**config.mk**
```make
export PLATFORM = sky130hd
export DESIGN_NAME = rtc_bus_scheduler
export DESIGN_NICKNAME = d
export VERILOG_FILES = /design/src/rtl/rtc_bus_scheduler.sv
export SDC_FILE = /design/constraint.sdc
export NUM_CORES = 1
export LEC_CHECK = 0
export ABC_AREA = 1
export BUFFER_PORTS_ARGS = -buffer_cell sky130_fd_sc_hd__buf_2
export CORE_AREA = 2 2 84 86
export DETAILED_ROUTE_END_ITERATION = 10
export DIE_AREA = 0 0 86 88
export SYNTH_ARGS = -nofsm -noshare
export SYNTH_HDL_FRONTEND = slang
export SYNTH_SLANG_ARGS = --single-unit
```
**constraint.sdc**
```tcl
create_clock -name clk -period 1.5 [get_ports clk]
set_input_delay 0.3 -clock clk [delete_from_list [all_inputs] [get_ports clk]]
set_output_delay 0.3 -clock clk [all_outputs]
set_load 0.01 [all_outputs]
```
**src/rtl/rtc_bus_scheduler.sv**
```systemverilog
// RTC register bus scheduler: arbitrates scanner reads vs. user writes.
// Define RTC_WR_PRIORITY_EN to make writes win every tie (no round-robin).
module rtc_bus_scheduler #(
    parameter int ADDR_W  = 8,
    parameter int DATA_W  = 8,
    parameter int TIMEOUT = 256,
    parameter int TO_W    = 12
) (
    input  logic              clk,
    input  logic              reset,
    input  logic              rd_req,
    input  logic [ADDR_W-1:0] rd_addr,
    output logic              rd_gnt,
    output logic              rd_done,
    output logic [DATA_W-1:0] rd_data,
    input  logic              wr_req,
    input  logic [ADDR_W-1:0] wr_addr,
    input  logic [DATA_W-1:0] wr_data,
    output logic              wr_gnt,
    output logic              wr_done,
    output logic              bus_start,
    output logic              bus_rw,
    output logic [ADDR_W-1:0] bus_addr,
    output logic [DATA_W-1:0] bus_wdata,
    input  logic [DATA_W-1:0] bus_rdata,
    input  logic              bus_done,
    output logic              busy,
    output logic              timeout_err
);

    typedef enum logic [2:0] {
        IDLE,
        ISSUE,
        WAIT,
        DONE,
        RECOVER
    } state_t;

    state_t            state, state_d;
    logic [TO_W-1:0]   cnt, cnt_d;
    logic              last_wr, last_wr_d;
    logic              sel_rd, sel_wr;
    logic [ADDR_W-1:0] addr_d;
    logic [DATA_W-1:0] wdata_d, rdata_d;
    logic              rw_d, start_d, rgnt_d, wgnt_d;
    logic              rdone_d, wdone_d, err_d, busy_d;

    always_comb begin
        sel_rd = 1'b0;
        sel_wr = 1'b0;
        if (rd_req && wr_req) begin
`ifdef RTC_WR_PRIORITY_EN
            sel_wr = 1'b1;
`else
            sel_rd = last_wr;
            sel_wr = !last_wr;
`endif
        end else begin
            sel_rd = rd_req;
            sel_wr = wr_req;
        end
    end

    always_comb begin
        state_d   = state;
        cnt_d     = cnt;
        last_wr_d = last_wr;
        addr_d    = bus_addr;
        wdata_d   = bus_wdata;
        rw_d      = bus_rw;
        rdata_d   = rd_data;
        start_d   = 1'b0;
        rgnt_d    = 1'b0;
        wgnt_d    = 1'b0;
        rdone_d   = 1'b0;
        wdone_d   = 1'b0;
        err_d     = 1'b0;
        unique case (state)
            IDLE: begin
                if (sel_rd || sel_wr) begin
                    state_d   = ISSUE;
                    rw_d      = sel_rd;
                    addr_d    = sel_rd ? rd_addr : wr_addr;
                    wdata_d   = sel_wr ? wr_data : bus_wdata;
                    last_wr_d = sel_wr;
                    start_d   = 1'b1;
                    rgnt_d    = sel_rd;
                    wgnt_d    = sel_wr;
                    cnt_d     = '0;
                end
            end
            ISSUE: begin
                state_d = WAIT;
                cnt_d   = '0;
            end
            WAIT: begin
                cnt_d = cnt + 1'b1;
                // A completion on the timeout cycle still counts as success
                if (bus_done) begin
                    state_d = DONE;
                    rdone_d = bus_rw;
                    wdone_d = !bus_rw;
                    if (bus_rw)
                        rdata_d = bus_rdata;
                end else if (cnt == TO_W'(TIMEOUT - 1)) begin
                    state_d = DONE;
                    rdone_d = bus_rw;
                    wdone_d = !bus_rw;
                    err_d   = 1'b1;
                end
            end
            DONE:    state_d = RECOVER;
            RECOVER: state_d = IDLE;
            default: state_d = IDLE;
        endcase
        busy_d = (state_d != IDLE);
    end

    always_ff @(posedge clk) begin
        if (!reset) begin
            state       <= IDLE;
            cnt         <= '0;
            last_wr     <= 1'b1;
            bus_addr    <= '0;
            bus_wdata   <= '0;
            bus_rw      <= 1'b0;
            rd_data     <= '0;
            bus_start   <= 1'b0;
            rd_gnt      <= 1'b0;
            wr_gnt      <= 1'b0;
            rd_done     <= 1'b0;
            wr_done     <= 1'b0;
            timeout_err <= 1'b0;
            busy        <= 1'b0;
        end else begin
            state       <= state_d;
            cnt         <= cnt_d;
            last_wr     <= last_wr_d;
            bus_addr    <= addr_d;
            bus_wdata   <= wdata_d;
            bus_rw      <= rw_d;
            rd_data     <= rdata_d;
            bus_start   <= start_d;
            rd_gnt      <= rgnt_d;
            wr_gnt      <= wgnt_d;
            rd_done     <= rdone_d;
            wr_done     <= wdone_d;
            timeout_err <= err_d;
            busy        <= busy_d;
        end
    end

endmodule

```
* Word-level counts from Yosys, hierarchy flattened
Index checks and enable logic that the tools add are counted.
** Word-level totals
- Flip-flop bits (word level) :: 48
- Bits of input ports :: 37
- Output and inout bits :: 32
** Operators by class
- Add/subtract/negate cells :: 1
- Eq/ne operators :: 5
- Mux-type cells :: 15
- Bitwise logic cells :: 2
- Reductions and logical operators :: 15
** Operators with widths (number)
- $pmux W12 S3 :: 1
- $add A12 B1 Y12 const B :: 1
- $eq A12 B8 Y1 const B :: 1
- $mux W12 :: 1
- $pmux W3 S4 :: 1
- $mux W3 :: 3
- $reduce_and A3 Y1 :: 3
- $mux W1 :: 8
- $mux W8 :: 1
- $reduce_and A2 Y1 :: 4
- $eq A3 B2 Y1 const B :: 2
- $reduce_bool A3 Y1 :: 2
- $eq A3 B1 Y1 const B :: 1
- $logic_not A3 Y1 :: 1
- $reduce_or A3 Y1 :: 1
- $logic_not A1 Y1 :: 2
- $ne A2 B2 Y1 const B :: 1
- $not A1 Y1 :: 2
- $logic_and A1 B1 Y1 :: 1
- $logic_or A1 B1 Y1 :: 1

* Logic depth before layout (Yosys ltp)
Gate-level depths: netlist of run 1.
- Depth after elaboration :: 6
- Depth in mapped cells :: 8
- Mapped depth without buffers :: 8

* Worst setup path before layout of run 1
OpenSTA, ideal clock, no wires.
- Kind :: flip-flop to flip-flop
- Start :: register cnt[1]
- End :: register cnt[10]
- Data arrival time :: 1.124 ns
- Slack :: 0.261 ns
- Stages on the path, launching flop included :: 8
- Clock period less this slack :: 1.239 ns
- Path through :: dfxtp_1 -> ha_1 -> nand3_2 -> or2_4 -> nor2_4 -> nand3_1 -> nand2_1 -> nor2_1
** On the way
- Longest elaborated chain between the ends :: 2
** Ends and longest elaborated chain
- start: declaration :: RTL line 40 : logic [TO_W-1:0] cnt, cnt_d;
- start signal: assignment :: RTL line 137 : cnt <= cnt_d;
- $add A12 B1 Y12 :: RTL line 97 : cnt_d = cnt + 1'b1;
- $pmux W12 S3 :: RTL line 78 : unique case (state)
Every way passes these cells.
A chain may end at the register's enable or synchronous reset.

* Final worst setup path of run 1
Ends and elaborated chain as after synthesis.

==> results of run 1 <==
==> timing repair <==
item | 4_1_cts | 5_1_grt
setup endpoints to repair | 0 | 6
hold endpoints to repair | 0 | 0
resized for setup | 0 | 2
buffers inserted | 0 | 0
==> cells in the final DEF, fill, tap and decap left out, types with 2 or more instances in the layout <==
cell type	Yosys	layout
nand2_2	2	2
nor3b_1	2	2
nor2_2	4	4
o21ai_1	3	3
buf_4	0	3
a22oi_1	2	2
a21oi_1	32	32
inv_1	23	23
nand3_1	10	10
nor3_1	2	2
inv_2	4	4
nor2_1	35	34
buf_2	1	68
dfxtp_1	48	48
nand3_2	2	2
nand2_1	40	40
clkbuf_8	0	5
a21boi_1	2	2
o21ai_0	27	27
nor2_4	2	3
==> power breakdown <==
part           switching [W]  internal (W)
Combinational       0.000313      0.000204
Sequential         0.0000525       0.00137
Clock               0.000407      0.000479
==> per-layer routing <==
metal / global-route usage / routed length, µm
met4: 0.04040 / 57
met3: 0.04618 / 279
met2: 0.1987 / 2030
met5: 0 / 0
met1: 0.1589 / 2154
==> worst paths after layout <==
path / startpoint / cells past startpoint / endpoint / slack [ns]
worst max-delay path: cnt[1] / 7 / cnt[10] / 0.14
worst min register to register: rd_data[5] / 2 / rd_data[5] / 0.44
worst max register to register: cnt[1] / 7 / cnt[10] / 0.14
worst min-delay path: wr_data[0] / 3 / bus_wdata[0] / 0.22
==> cells by family after synthesis <==
| family | Yosys count |
|---|---|
| simple gates | 104 |
| compound gates | 70 |
| flops | 48 |
| buf+inv | 34 |
| fa+ha+maj | 1 |
==> sequential cells by signal, summed over array words and instances (netlist names) <==
register	count
cnt	12
bus_addr	8
bus_wdata	8
rd_data	8
state	3
bus_rw	1
bus_start	1
busy	1
last_wr	1
rd_done	1
rd_gnt	1
timeout_err	1
wr_done	1
wr_gnt	1
==> cell type report <==
class,instances,area (µm²)
Tap cell,80,100.1
Sequential cell,48,960.9
Inverter,28,107.6
Clock buffer,5,68.82
Clock inverter,1,30.03
Timing Repair Buffer,72,382.9
Fill cell,700,4094
Multi-Input combinational cell,175,899.6
==> per-stage QoR <==
stage / std cells / setup WS, ns / hold WS (ns) / area (µm²) / utilization
6_report: 409 / 0.1396 / 0.2152 / 2550 / 0.3838
5_1_grt: 409 / 0.009482 / 0.2104 / 2550 / 0.3838
4_1_cts: 409 / 0.1074 / 0.2083 / 2542 / 0.3827
3_5_place_dp: 403 / 0.1081 / 0.4344 / 2444 / 0.3678
3_3_place_gp: 403 / 0.1223 / 0.4287 / 2444 / 0.3678
2_1_floorplan: 257 / 0.2613 / 0.3780 / 2007 / -
==> critical path: cells and delay by family (launching register included) <==
| kind | cells | cell delay (ns) |
|---|---|---|
| fa+ha+maj | 1 | 0.21 |
| flops | 1 | 0.36 |
| simple gates | 6 | 0.69 |
==> results_dict.tcl, run 1 <==
set metrics [dict create \
    status "finished clean" \
    hold_path_class "primary input to flop" \
    maxSlewHeadroom 0.6840 \
    ir_drop_mv 0.4472 \
    synth_top_area_frac 0.4788 \
    fin_tns_setup_ns 0 \
    power.density_nw_per_um2 1107 \
    drc 0 \
    gp_congestion 0.8175 \
    post_drt_wl_per_cell_um 11.06 \
    maxSlewViolCount 0 \
    yosysSeqAreaShare 0.4788 \
    grt_pass1_vias 1725 \
    numCtsBuffers 5 \
    yosys.area_share.simple 0.2494 \
    p_total_w 0.002824 \
    post-route-min-period_ns 1.360 \
    slowest_stage "dfxtp_1" \
    fmax_mhz 735.1 \
    ctsHoldBuffers 0 \
    core_um2 6644 \
    clk_pin_slew_worst_paths_ns 0.08 \
    critPathRequiredTime_ns 1.69 \
    synth_flop_cell "dfxtp_1" \
    cts-root-buf "clkbuf_8" \
    syn2layout_area_growth_pct 27.06 \
    dr.pass1.iters 4 \
    synth-async-reset-ratio 0 \
    synth_cell_types 31 \
    grt_antenna_before_repair 0 \
    grt_pass1_wl_mm 7.541 \
    vias 1867 \
    synth.area.top_cells "dfxtp_1, a21oi_1, nand2_1" \
    clock_path_buffers 2 \
    drt_wl_total_mm 4.522 \
    ys_seq_elements 48 \
    drv_cap 0 \
    initial_core_util 0.3021 \
    final_layout_size_suffix_gt1_frac 0.3070 \
    yosys_warnings 0 \
    skew_ns 0.01098 \
    synth_edf_count 0 \
    final.period_utilization 0.9070 \
    finalHoldViolCount 0 \
    p_leak_nw 1.136 \
    nets 368 \
    boundaryPins 69 \
    synth-compound-area-share 0.1889 \
    fp-row-count 30 \
    synthAdderAreaFrac 0.006234 \
    fp.dieH_um 88 \
    clk_latency_ns 0.30 \
    die_w_um 86 \
    synth_nets 295 \
    synthXorXnorAreaFrac 0 \
    critPathCaptureType "flop" \
    worstPathMaxFanout 5 \
    synth_top_family_by_area "simple AND/OR/NAND/NOR gates" \
    dp_hpwl_mm 3.419 \
    cpPeakStageDelay_ns 0.36 \
    critPathLaunchType "flop" \
    crit_arrival_ns 1.55 \
    htreeDepth 2 \
    cts_tree "built" \
    cp_cell_sequence "ha_1 > nand3_2 > or2_4 > nor2_4 > nand3_1 > nand2_1 > nor2_1" \
    synth_commonest_cells "dfxtp_1, nand2_1, nor2_1" \
    dieArea_um2 7568 \
    synth_cells 257 \
    overflow 0 \
    routed_via_density 4.565 \
    yosysTopAreaCell "dfxtp_1" \
    ant_nets 0 \
    synth.mux.area_fraction 0 \
    synth.most_common_cell "dfxtp_1" \
    clock_sinks 48 \
    worst_pin_slew_ns 0.4691 \
    drtIter0Drc 101 \
    track_usage 0.1254 \
    portBuffers 68 \
    diodes 0 \
    syn_avg_cell_area_um2 7.809 \
    setup_viol 0 \
    grt_max_degree 20 \
    crit_type "flop to flop" \
    rsz0062_at_grt "false" \
    synth_area_um2 2007 \
]
Power figures use the tool's default switching activity.
==> inputs of run 2 (changes only) <==
==> constraint.sdc (replaced) <==
create_clock -name clk -period 1.5 [get_ports clk]
set_input_delay 0.15 -clock clk [delete_from_list [all_inputs] [get_ports clk]]
set_output_delay 0.15 -clock clk [all_outputs]
set_load 0.01 [all_outputs]
==> results_dict.tcl, run 2 (synthesis results as in run 1) <==
set metrics [dict create \
    critPathLaunchType "flop" \
    dieArea_um2 7568 \
    critPathRequiredTime_ns 1.69 \
    fmax_mhz 745.1 \
    status "finished clean" \
    rsz0062_at_grt "false" \
    finalHoldViolCount 0 \
    core_um2 6644 \
    worstPathMaxFanout 5 \
    drv_cap 0 \
    worst_pin_slew_ns 0.4110 \
    fin_tns_setup_ns 0 \
    track_usage 0.1286 \
    power.density_nw_per_um2 1079 \
    reg2reg_depth 7 \
    ant_nets 0 \
    final.period_utilization 0.8948 \
    cpPeakStageDelay_ns 0.36 \
    nFillCells 708 \
    hp-start "wr_data[7]" \
    fin_area_um2 2535 \
    clk_latency_ns 0.30 \
    slowest_stage "dfxtp_1" \
    most-common-layout-cells "buf_2, dfxtp_1, nand2_1" \
    post_drt_wl_per_cell_um 11.39 \
    die_w_um 86 \
    grt_max_degree 21 \
    p_leak_nw 1.128 \
    cp_cell_sequence "ha_1 > nand3_2 > or2_4 > nor2_4 > nand3_1 > nand2_1 > nor2_1" \
    grt_pass1_wl_mm 7.838 \
    fp.dieH_um 88 \
    place_inst 403 \
    ir_drop_mv 0.4344 \
    ctsHoldBuffers 0 \
    drtIter0Drc 94 \
    crit_arrival_ns 1.53 \
    maxSlewHeadroom 0.7231 \
    dpl_cell_area_um2 2431 \
    fin_cells 411 \
    crit_type "flop to flop" \
    post-route-min-period_ns 1.342 \
    cts_resized 0 \
    largest_reg_flops 12 \
    dr.pass1.iters 4 \
    final_layout_size_suffix_gt1_frac 0.3051 \
    cts_tree "built" \
    critPathCaptureType "flop" \
    initial_core_util 0.3021 \
    gp_congestion 0.7759 \
    holdPathStages 3 \
    htreeDepth 2 \
    vias 1861 \
    min_to "bus_wdata[7]" \
    dp_hpwl_mm 3.471 \
    diodes 0 \
    setup_viol 0 \
    syn2layout_area_growth_pct 26.31 \
    drt_wl_total_mm 4.681 \
    skew_ns 0.01046 \
    clock_path_buffers 2 \
    nets 368 \
    reg2reg_to "cnt[10]" \
    cts_setup_buffers 0 \
    drc 0 \
    numCtsBuffers 5 \
    grt_antenna_before_repair 0 \
    overflow 0 \
    final_common_cell "buf_2" \
    grt_pass1_vias 1768 \
    maxSlewViolCount 0 \
    portBuffers 68 \
    fp-row-count 30 \
    p_total_w 0.002735 \
    regMostFlops "cnt" \
    routed_via_density 4.528 \
    r2r-start "cnt[1]" \
    clk_pin_slew_worst_paths_ns 0.09 \
    boundaryPins 69 \
    cts-root-buf "clkbuf_8" \
    r2r_slack_ns 0.16 \
    clock_sinks 48 \
    hold_path_class "primary input to flop" \
]
## run 2: layout make-up
| type | instances | area (µm²) | share of cell area |
|---|---|---|---|
| clock buffers | 7 | 86.33 | 0.03406 |
| clock inverters | 1 | 7.507 | 0.002962 |
| inverters | 28 | 107.6 | 0.04245 |
| multi-input cells | 175 | 902.1 | 0.3559 |
| flip-flops and latches | 48 | 960.9 | 0.3791 |
| well taps | 80 | 100.1 | 0.03949 |
| repair buffers | 72 | 370.4 | 0.1461 |
## run 2: worst max-delay path by stage
| stage | from | end | slack [ns] | cells after the start |
|---|---|---|---|---|
| floorplan | cnt[1] | cnt[10] | 0.26 | 7 |
| CTS | state[2] | bus_wdata[2] | 0.06 | 6 |
| global placement | state[0] | bus_wdata[6] | 0.12 | 6 |
| detailed placement | state[2] | bus_wdata[2] | 0.09 | 6 |
| global route | state[2] | bus_wdata[2] | 0.03 | 6 |
| finish | cnt[1] | cnt[10] | 0.16 | 7 |
## run 2: routing by layer
metal | global-route usage | vias to the layer above | share of wire
li1 | - | 981 | -
met1 | 0.1703 | 825 | 0.48
met2 | 0.2051 | 50 | 0.45
met3 | 0.03487 | 5 | 0.060
met4 | 0.03896 | 0 | 0.0088
met5 | 0 | - | 0
## run 2: stage by stage
| step | setup slack (ns) | util | hold slack, ns |
|---|---|---|---|
| finish | 0.1579 | 0.3815 | 0.06189 |
| CTS | 0.05953 | 0.3800 | 0.05476 |
| floorplan | 0.2613 | - | 0.2280 |
| global placement | 0.1199 | 0.3659 | 0.3711 |
| detailed placement | 0.09222 | 0.3659 | 0.3789 |
| global route | 0.02507 | 0.3815 | 0.06224 |
## run 2: power breakdown
| group | internal, W | switching [W] | total [W] |
|---|---|---|---|
| registers | 0.00137 | 0.0000561 | 0.00142 |
| logic | 0.000196 | 0.000311 | 0.000507 |
| clock network | 0.000375 | 0.000427 | 0.000802 |
## run 2: worst max-delay path: cells and delay by family, from the launching register on
family / cells / cell delay (ns)
adders and majority gates: 1 / 0.20
DFF: 1 / 0.36
and+or+nand+nor: 6 / 0.69
